==> src/rtl/uart_pkg.sv <==
// Shared UART definitions: transmitter state encoding and serial frame levels.
package uart_pkg;

    typedef enum logic [1:0] {
        IDLE,
        START,
        DATA,
        STOP
    } tx_state_e;

    localparam logic START_BIT = 1'b0;
    localparam logic STOP_BIT  = 1'b1;
    localparam logic IDLE_LVL  = 1'b1;

endpackage

==> src/rtl/uart_baud_tick.sv <==
// Bit-period counter: pulses bit_done on the last cycle of every CLKS_PER_BIT-cycle bit while enabled.
module uart_baud_tick #(
    parameter int unsigned CLKS_PER_BIT = 1
) (
    input  logic clk,
    input  logic reset,
    input  logic en,
    output logic bit_done
);

    localparam int unsigned CNT_W = $clog2(CLKS_PER_BIT + 1);
    localparam logic [CNT_W-1:0] CNT_LAST = CNT_W'(CLKS_PER_BIT - 1);

    logic [CNT_W-1:0] cnt_q;
    logic [CNT_W-1:0] cnt_d;

    assign bit_done = en && (cnt_q == CNT_LAST);

    always_comb begin
        cnt_d = cnt_q;
        if (!en || bit_done) begin
            cnt_d = '0;
        end else begin
            cnt_d = cnt_q + CNT_W'(1);
        end
    end

    always_ff @(posedge clk) begin
        if (reset) begin
            cnt_q <= '0;
        end else begin
            cnt_q <= cnt_d;
        end
    end

endmodule

==> src/rtl/transmitter_module.sv <==
// UART 8N1 transmitter: latches data_in on an accepted tx_start and shifts it out LSB-first on tx_out.
module transmitter_module
    import uart_pkg::*;
#(
    parameter int unsigned CLKS_PER_BIT = 1,
    parameter int unsigned DATA_BITS    = 8
) (
    input  logic                 clk,
    input  logic                 reset,
    input  logic [DATA_BITS-1:0] data_in,
    input  logic                 tx_start,
    output logic                 tx_out,
    output logic                 tx_busy
);

    localparam int unsigned IDX_W = $clog2(DATA_BITS + 1);
    localparam logic [IDX_W-1:0] IDX_LAST = IDX_W'(DATA_BITS - 1);

    tx_state_e            state_q,   state_d;
    logic                 tx_out_q,  tx_out_d;
    logic [DATA_BITS-1:0] shift_q,   shift_d;
    logic [IDX_W-1:0]     bit_idx_q, bit_idx_d;
    logic                 bit_done;

    uart_baud_tick #(
        .CLKS_PER_BIT(CLKS_PER_BIT)
    ) u_baud (
        .clk     (clk),
        .reset   (reset),
        .en      (state_q != IDLE),
        .bit_done(bit_done)
    );

    assign tx_out  = tx_out_q;
    assign tx_busy = (state_q != IDLE);

    always_comb begin
        state_d   = state_q;
        tx_out_d  = tx_out_q;
        shift_d   = shift_q;
        bit_idx_d = bit_idx_q;
        case (state_q)
            IDLE: begin
                tx_out_d = IDLE_LVL;
                if (tx_start) begin
                    state_d   = START;
                    tx_out_d  = START_BIT;
                    shift_d   = data_in;
                    bit_idx_d = '0;
                end
            end
            START: begin
                if (bit_done) begin
                    state_d  = DATA;
                    tx_out_d = shift_q[0];
                end
            end
            DATA: begin
                if (bit_done) begin
                    if (bit_idx_q == IDX_LAST) begin
                        state_d  = STOP;
                        tx_out_d = STOP_BIT;
                    end else begin
                        // Shift first so the next line bit is always bit 0 of the register.
                        bit_idx_d = bit_idx_q + IDX_W'(1);
                        shift_d   = shift_q >> 1;
                        tx_out_d  = shift_d[0];
                    end
                end
            end
            STOP: begin
                tx_out_d = STOP_BIT;
                if (bit_done) begin
                    state_d = IDLE;
                end
            end
            default: begin
                state_d  = IDLE;
                tx_out_d = IDLE_LVL;
            end
        endcase
    end

    always_ff @(posedge clk) begin
        if (reset) begin
            state_q   <= IDLE;
            tx_out_q  <= IDLE_LVL;
            shift_q   <= '0;
            bit_idx_q <= '0;
        end else begin
            state_q   <= state_d;
            tx_out_q  <= tx_out_d;
            shift_q   <= shift_d;
            bit_idx_q <= bit_idx_d;
        end
    end

endmodule

==> config.mk <==
export PLATFORM = sky130hd
export DESIGN_NAME = transmitter_module
export DESIGN_NICKNAME = d
export VERILOG_FILES = /design/src/rtl/uart_pkg.sv /design/src/rtl/uart_baud_tick.sv /design/src/rtl/transmitter_module.sv
export SDC_FILE = /design/constraint.sdc
export NUM_CORES = 1
export LEC_CHECK = 0
export BUFFER_PORTS_ARGS = -buffer_cell sky130_fd_sc_hd__buf_2
export CAP_MARGIN = 25
export CORE_MARGIN = 2
export CORE_UTILIZATION = 54
export DETAILED_ROUTE_END_ITERATION = 16
export MAX_ROUTING_LAYER = met4
export PLACE_DENSITY = 0.74
export SYNTH_ARGS = -nofsm -noshare
export SYNTH_HDL_FRONTEND = slang
export SYNTH_HIERARCHICAL = 1
export SYNTH_SLANG_ARGS = --single-unit
==> constraint.sdc <==
create_clock -name clk -period 2.45 [get_ports clk]
set_input_delay 0.245 -clock clk [delete_from_list [all_inputs] [get_ports clk]]
set_output_delay 0.245 -clock clk [all_outputs]
set_load 0.03 [all_outputs]
==> results of run 1 <==
## flip-flops by register name, indices dropped and copies added (netlist names)
| register | flops |
|---|---|
| shift_q | 8 |
| bit_idx_q | 4 |
| state_q | 2 |
| tx_out | 1 |
| u_baud/cnt_q | 1 |
## cells by family (layout without fill, tap and decap cells)
kind of cell | count (synthesis) | count (layout) | share of synthesized area
compound gates | 16 | 16 | 0.143
xor+xnor | 2 | 2 | 0.0197
fa+ha+maj | 5 | 5 | 0.0703
buf+inv | 9 | 21 | 0.0562
flops | 16 | 16 | 0.360
mux | 10 | 10 | 0.114
other cells | 1 | 1 | 0.00422
simple gates | 33 | 33 | 0.232
## worst paths after layout
| check | start | to | depth (start not counted) |
|---|---|---|---|
| max | state_q[0]$_SDFFE_PP0P_ | bit_idx_q[0]$_SDFFE_PP0P_ | 8 |
| min reg2reg | tx_out$_SDFFE_PP1P_ | tx_out$_SDFFE_PP1P_ | 2 |
| max reg2reg | state_q[0]$_SDFFE_PP0P_ | bit_idx_q[0]$_SDFFE_PP0P_ | 8 |
| min | data_in[7] | shift_q[7]$_SDFFE_PP0P_ | 3 |
## cells in the mapped netlist, types with 2 or more instances
| cell | instances |
|---|---|
| nand2b_1 | 4 |
| a211oi_1 | 6 |
| nor2_2 | 2 |
| ha_1 | 5 |
| a211oi_2 | 2 |
| inv_1 | 4 |
| xnor2_1 | 2 |
| nor2_1 | 11 |
| nor3_2 | 2 |
| dfxtp_1 | 16 |
| a21oi_1 | 3 |
| nand2_1 | 4 |
| buf_6 | 2 |
| mux2i_1 | 9 |
## per-layer routing
layer  wire length, um  global-route usage
met4                40              0.0727
met3                47              0.0531
met1               659               0.232
met5                 0                   -
met2               877               0.380
## report_power, final
group	total [mW]	internal, mW	switching [mW]
Combinational	0.641	0.258	0.383
Sequential	0.380	0.333	0.0467
Clock	0.174	0.0905	0.0837
Total	1.20	0.682	0.514
## metrics by stage
step / power [mW] / util
final: 1.20 / 0.642
after global routing: 1.31 / 0.642
after CTS: 1.21 / 0.642
after detailed placement: 1.03 / 0.618
after global placement: 1.00 / 0.618
after floorplan: 0.945 / -
## final cells by class
| type | instances | area [um2] | area share |
|---|---|---|---|
| clock buffer | 4 | 36.3 | 0.0371 |
| inverter | 4 | 15.0 | 0.0153 |
| multi-input combinational | 67 | 519 | 0.531 |
| sequential | 16 | 320 | 0.327 |
| tap | 16 | 20.0 | 0.0205 |
| timing repair buffer | 13 | 67.6 | 0.0691 |
## critical path, cell delays in order, from the launching register on
cell	delay [ps]
dfxtp_1	380
inv_1	80
ha_1	280
inv_1	100
nor2b_4	180
mux2i_1	150
nor3_4	530
mux2_2	280
nor2_1	40
==> results.ini, run 1 <==
[status]
status = finished clean

[cts]
cts_tree = yes
cts_made_buffers = 3
postCtsSetupBuffers = 0
cts_sinks = 16
clk_path_buf_depth = 2
clock_latency_ps = 290
cts_resized = 0
cts_hold_buffers = 0
clkTransAtPathRegs_ps = 90
htreeDepth = 1
cts-root-buf = clkbuf_4

[cells_and_area]
finalInstanceArea_um2 = 978
final_nets = 121
fillCellCount = 138
drive_gt1_frac = 0.260
layout_common_cells = dfxtp_1, buf_2, nor2_1
area_growth_pct = 9.99
diodes = 0
final_common_cell = dfxtp_1
instances_no_fill = 120

[timing]
hold_viol_final = 0
maxSlewViolCount = 0
relSlewSlack = 0.577
min_period_over_period = 0.871
whs_ps = 191
fmax_mhz = 468
period_minus_slack_ps = 2140
fin_ws_ps = 315
finalSetupViolations = 0
finClkSkew_ps = 3.21
rsz0062_at_grt = false
fin_setup_tns_ps = 0
worst_pin_slew_ps = 632

[power_and_ir_drop]
p_leak_nw = 0.382
cellPowerDensity_nw_per_um2 = 1220
peakVddDrop_mv = 0.606

[placed_design]
place_hpwl_mm = 1.17
dpl_cell_area_um2 = 942
place_ws_ps = 323
port_buffers = 12
place.gp.congestion = 0.792
placedCellCount = 116

[synthesis]
synth_cells = 92
yosysTopAreaCell = dfxtp_1
synth_flop_cell = dfxtp_1
ys_seq_area_frac = 0.360
syn_area_um2 = 890
synthesis.nets = 108
synth_edf_count = 0
yosysUniqueCellTypes = 34
synth-seq-cells = 16
yosysTopAreaCellShare = 0.360
synthTopCellsByArea = dfxtp_1, mux2i_1, ha_1
ys_warn_count = 6
ys_async_sr_fraction = 0
syn_area_per_cell_um2 = 9.67

[setup_path]
worstPathMaxFanout = 17
critical_path.startpoint_type = flop
end_kind = flop
required_ps = 2620
r2r_slack_ps = 310
setup.worst_path.class = reg -> reg
cp_data_arrival_time_ps = 2310

[floorplanning]
dieArea_um2 = 1990
die_h_um = 44.6
ioPinCount = 13
core_area_um2 = 1520
start_util = 0.584
die_w_um = 44.6
std_cell_rows = 14

[grt]
grt_pass1_wl_mm = 2.97
grt_max_degree = 18
grt_overflow = 0
antenna_found_initial = 0
gr-usage-all-layers = 0.215
first_global_vias = 660

[run]
drv_cap = 0

[routing]
vias_per_cell = 5.62
first_pass_iters = 4
ant_nets = 0
num_vias = 674
drt_drc_violations_left = 0
wl_per_cell_um = 13.5
drt_iter0_markers = 3
wirelength_mm = 1.62

[hold_path]
worstHoldPathType = in -> reg

No activity file was read; power rests on OpenSTA's default activity.
==> run 2, diff against run 1 <==
--- a/config.mk
+++ b/config.mk
@@ -5,13 +5,14 @@
 export SDC_FILE = /design/constraint.sdc
 export NUM_CORES = 1
 export LEC_CHECK = 0
-export BUFFER_PORTS_ARGS = -buffer_cell sky130_fd_sc_hd__buf_2
 export CAP_MARGIN = 25
 export CORE_MARGIN = 2
-export CORE_UTILIZATION = 54
+export CORE_UTILIZATION = 55
+export CTS_BUF_LIST = sky130_fd_sc_hd__clkbuf_4
 export DETAILED_ROUTE_END_ITERATION = 16
+export DONT_BUFFER_PORTS = 1
 export MAX_ROUTING_LAYER = met4
-export PLACE_DENSITY = 0.74
+export PLACE_DENSITY = 0.68
 export SYNTH_ARGS = -nofsm -noshare
 export SYNTH_HDL_FRONTEND = slang
 export SYNTH_HIERARCHICAL = 1
==> run 2 against run 1 <==
Compared with the run above: largest cell class unchanged; worst hold slack got worse by 170 ps; final cell count is 8.3% lower; sequential share of layout area increased by 1.7 points; register-to-register slack gained 170 ps; via count decreased by 4.3%; clock-buffer cell count shrank 1; sequential cell count unchanged; first-iteration DRC count grew 100%; power is 2.9% lower; non-clock buffer count decreased by 9; sequential power up 3%; clock power down 23%.
==> results.ini, run 2 (same netlist as run 1, synthesis figures left out) <==
[status]
status = finished clean  ; unchanged

[placed_design]
placedCellCount = 106  ; was 116
place_hpwl_mm = 1.01  ; was 1.17 mm
port_buffers = 0  ; was 12
place.gp.congestion = 0.782  ; was 0.792

[hold_path]
worstHoldPathType = in -> reg  ; unchanged

[routing]
first_pass_iters = 4  ; unchanged
wl_per_cell_um = 13.7  ; was 13.5 um
ant_nets = 0  ; unchanged
drt_drc_violations_left = 0  ; unchanged
num_vias = 645  ; was 674
vias_per_cell = 5.86  ; was 5.62
drt_iter0_markers = 6  ; was 3
wirelength_mm = 1.51  ; was 1.62 mm

[floorplanning]
std_cell_rows = 14  ; unchanged
ioPinCount = 13  ; unchanged
die_h_um = 44.2  ; was 44.6 um
die_w_um = 44.2  ; was 44.6 um
start_util = 0.591  ; was 0.584
dieArea_um2 = 1950  ; was 1990 um2
core_area_um2 = 1510  ; was 1520 um2

[grt]
grt_overflow = 0  ; unchanged
grt_max_degree = 18  ; unchanged
antenna_found_initial = 0  ; unchanged
grt_pass1_wl_mm = 2.55  ; was 2.97 mm
gr-usage-all-layers = 0.185  ; was 0.215
first_global_vias = 586  ; was 660

[cts]
cts_resized = 0  ; unchanged
cts_tree = yes  ; unchanged
cts_made_buffers = 3  ; unchanged
clkTransAtPathRegs_ps = 90  ; about the same
htreeDepth = 1  ; unchanged
cts-root-buf = clkbuf_4  ; unchanged
clk_path_buf_depth = 2  ; unchanged
cts_hold_buffers = 0  ; unchanged
cts_sinks = 16  ; unchanged
clock_latency_ps = 280  ; was 290 ps
postCtsSetupBuffers = 0  ; unchanged

[power_and_ir_drop]
p_leak_nw = 0.342  ; was 0.382 nW
clkPwrFrac = 0.115  ; was 0.146
cellPowerDensity_nw_per_um2 = 1250  ; was 1220 nW/um2
peakVddDrop_mv = 0.602  ; was 0.606 mV
netSwitchingFraction = 0.429  ; was 0.430
sequentialPowerShare = 0.339  ; was 0.318
power.internal_mw = 0.663  ; was 0.682 mW
power_frac_comb = 0.546  ; was 0.536
p_sw_mw = 0.498  ; was 0.514 mW

[setup_path]
critical_path.startpoint_type = flop  ; unchanged
cp_data_arrival_time_ps = 2190  ; was 2310 ps
setup.worst_path.class = reg -> reg  ; unchanged
worstPathMaxFanout = 17  ; unchanged
end_kind = flop  ; unchanged
required_ps = 2680  ; was 2620 ps

[timing]
maxSlewViolCount = 0  ; unchanged
fmax_mhz = 509  ; was 468 MHz
hold_viol_final = 0  ; unchanged
finalSetupViolations = 0  ; unchanged
period_minus_slack_ps = 1960  ; was 2140 ps
finClkSkew_ps = 6.00  ; was 3.21 ps
min_period_over_period = 0.802  ; was 0.871
fin_setup_tns_ps = 0  ; unchanged
rsz0062_at_grt = false  ; unchanged

[cells_and_area]
reg.largest.list = shift_q: 8 flops, bit_idx_q: 4 flops, state_q: 2 flops  ; unchanged
final_nets = 112  ; was 121
area_growth_pct = 4.50  ; was 9.99%
diodes = 0  ; unchanged
largest_reg_flops = 8  ; unchanged
final_common_cell = dfxtp_1  ; unchanged
drive_gt1_frac = 0.170  ; was 0.260
top_register = shift_q  ; unchanged
instances_no_fill = 110  ; was 120
layout_common_cells = dfxtp_1, nor2_1, mux2i_1  ; was dfxtp_1, buf_2, nor2_1

[run]
drv_cap = 0  ; unchanged

## run 2: worst paths after layout
kind | startpoint | endpoint | slack, ps | depth (start not counted)
setup / recovery | state_q[1]$_SDFFE_PP0P_ | bit_idx_q[0]$_SDFFE_PP0P_ | 490 | 9
setup reg to reg | state_q[1]$_SDFFE_PP0P_ | bit_idx_q[0]$_SDFFE_PP0P_ | 490 | 9
hold / removal | reset | shift_q[3]$_SDFFE_PP0P_ | 20 | 1
hold reg to reg | shift_q[7]$_SDFFE_PP0P_ | shift_q[7]$_SDFFE_PP0P_ | 470 | 2
## run 2: stage by stage
stage	cell area [um2]	hold WS [ps]	power (mW)	util	worst slack [ps]
6_report	930	22.7	1.16	0.617	485
5_1_grt	930	14.6	1.27	0.617	288
4_1_cts	920	9.50	1.17	0.610	508
3_5_place_dp	897	314	1.03	0.596	541
3_3_place_gp	897	312	1.02	0.596	593
2_1_floorplan	890	385	0.945	-	493
## run 2: critical path, cell delays in order (launching register included)
cell and delay, ps:
dfxtp_1 350, inv_1 90, ha_1 270, inv_1 100, nor2b_4 150, mux2i_1 360
nor3_4 40, buf_4 200, mux2_2 270, nor2_1 80
## run 2: area by class of cell
type                            count  area [um2]
Clock buffer                        3        22.5
Fill cell                         134         577
Inverter                            4        15.0
Multi-Input combinational cell     67         519
Sequential cell                    16         320
Tap cell                           16        20.0
Timing Repair Buffer                4        32.5
## run 2: power groups by stage
| stage | clock (mW) | sequential, mW | combinational [mW] |
|---|---|---|---|
| finish | 0.134 | 0.393 | 0.634 |
| global route | 0.153 | 0.404 | 0.713 |
| CTS | 0.140 | 0.394 | 0.636 |
| detailed placement | 0 | 0.400 | 0.632 |
| global placement | 0 | 0.396 | 0.627 |
| floorplan | 0 | 0.389 | 0.556 |
## run 2: per-layer routing
metal  global-route usage  routed length, um  vias up
met5                    -                  0        -
li1                     -                  -      332
met1                0.260                788      296
met4                0.109                 34        0
met2                0.247                607       13
met3               0.0327                 80        4
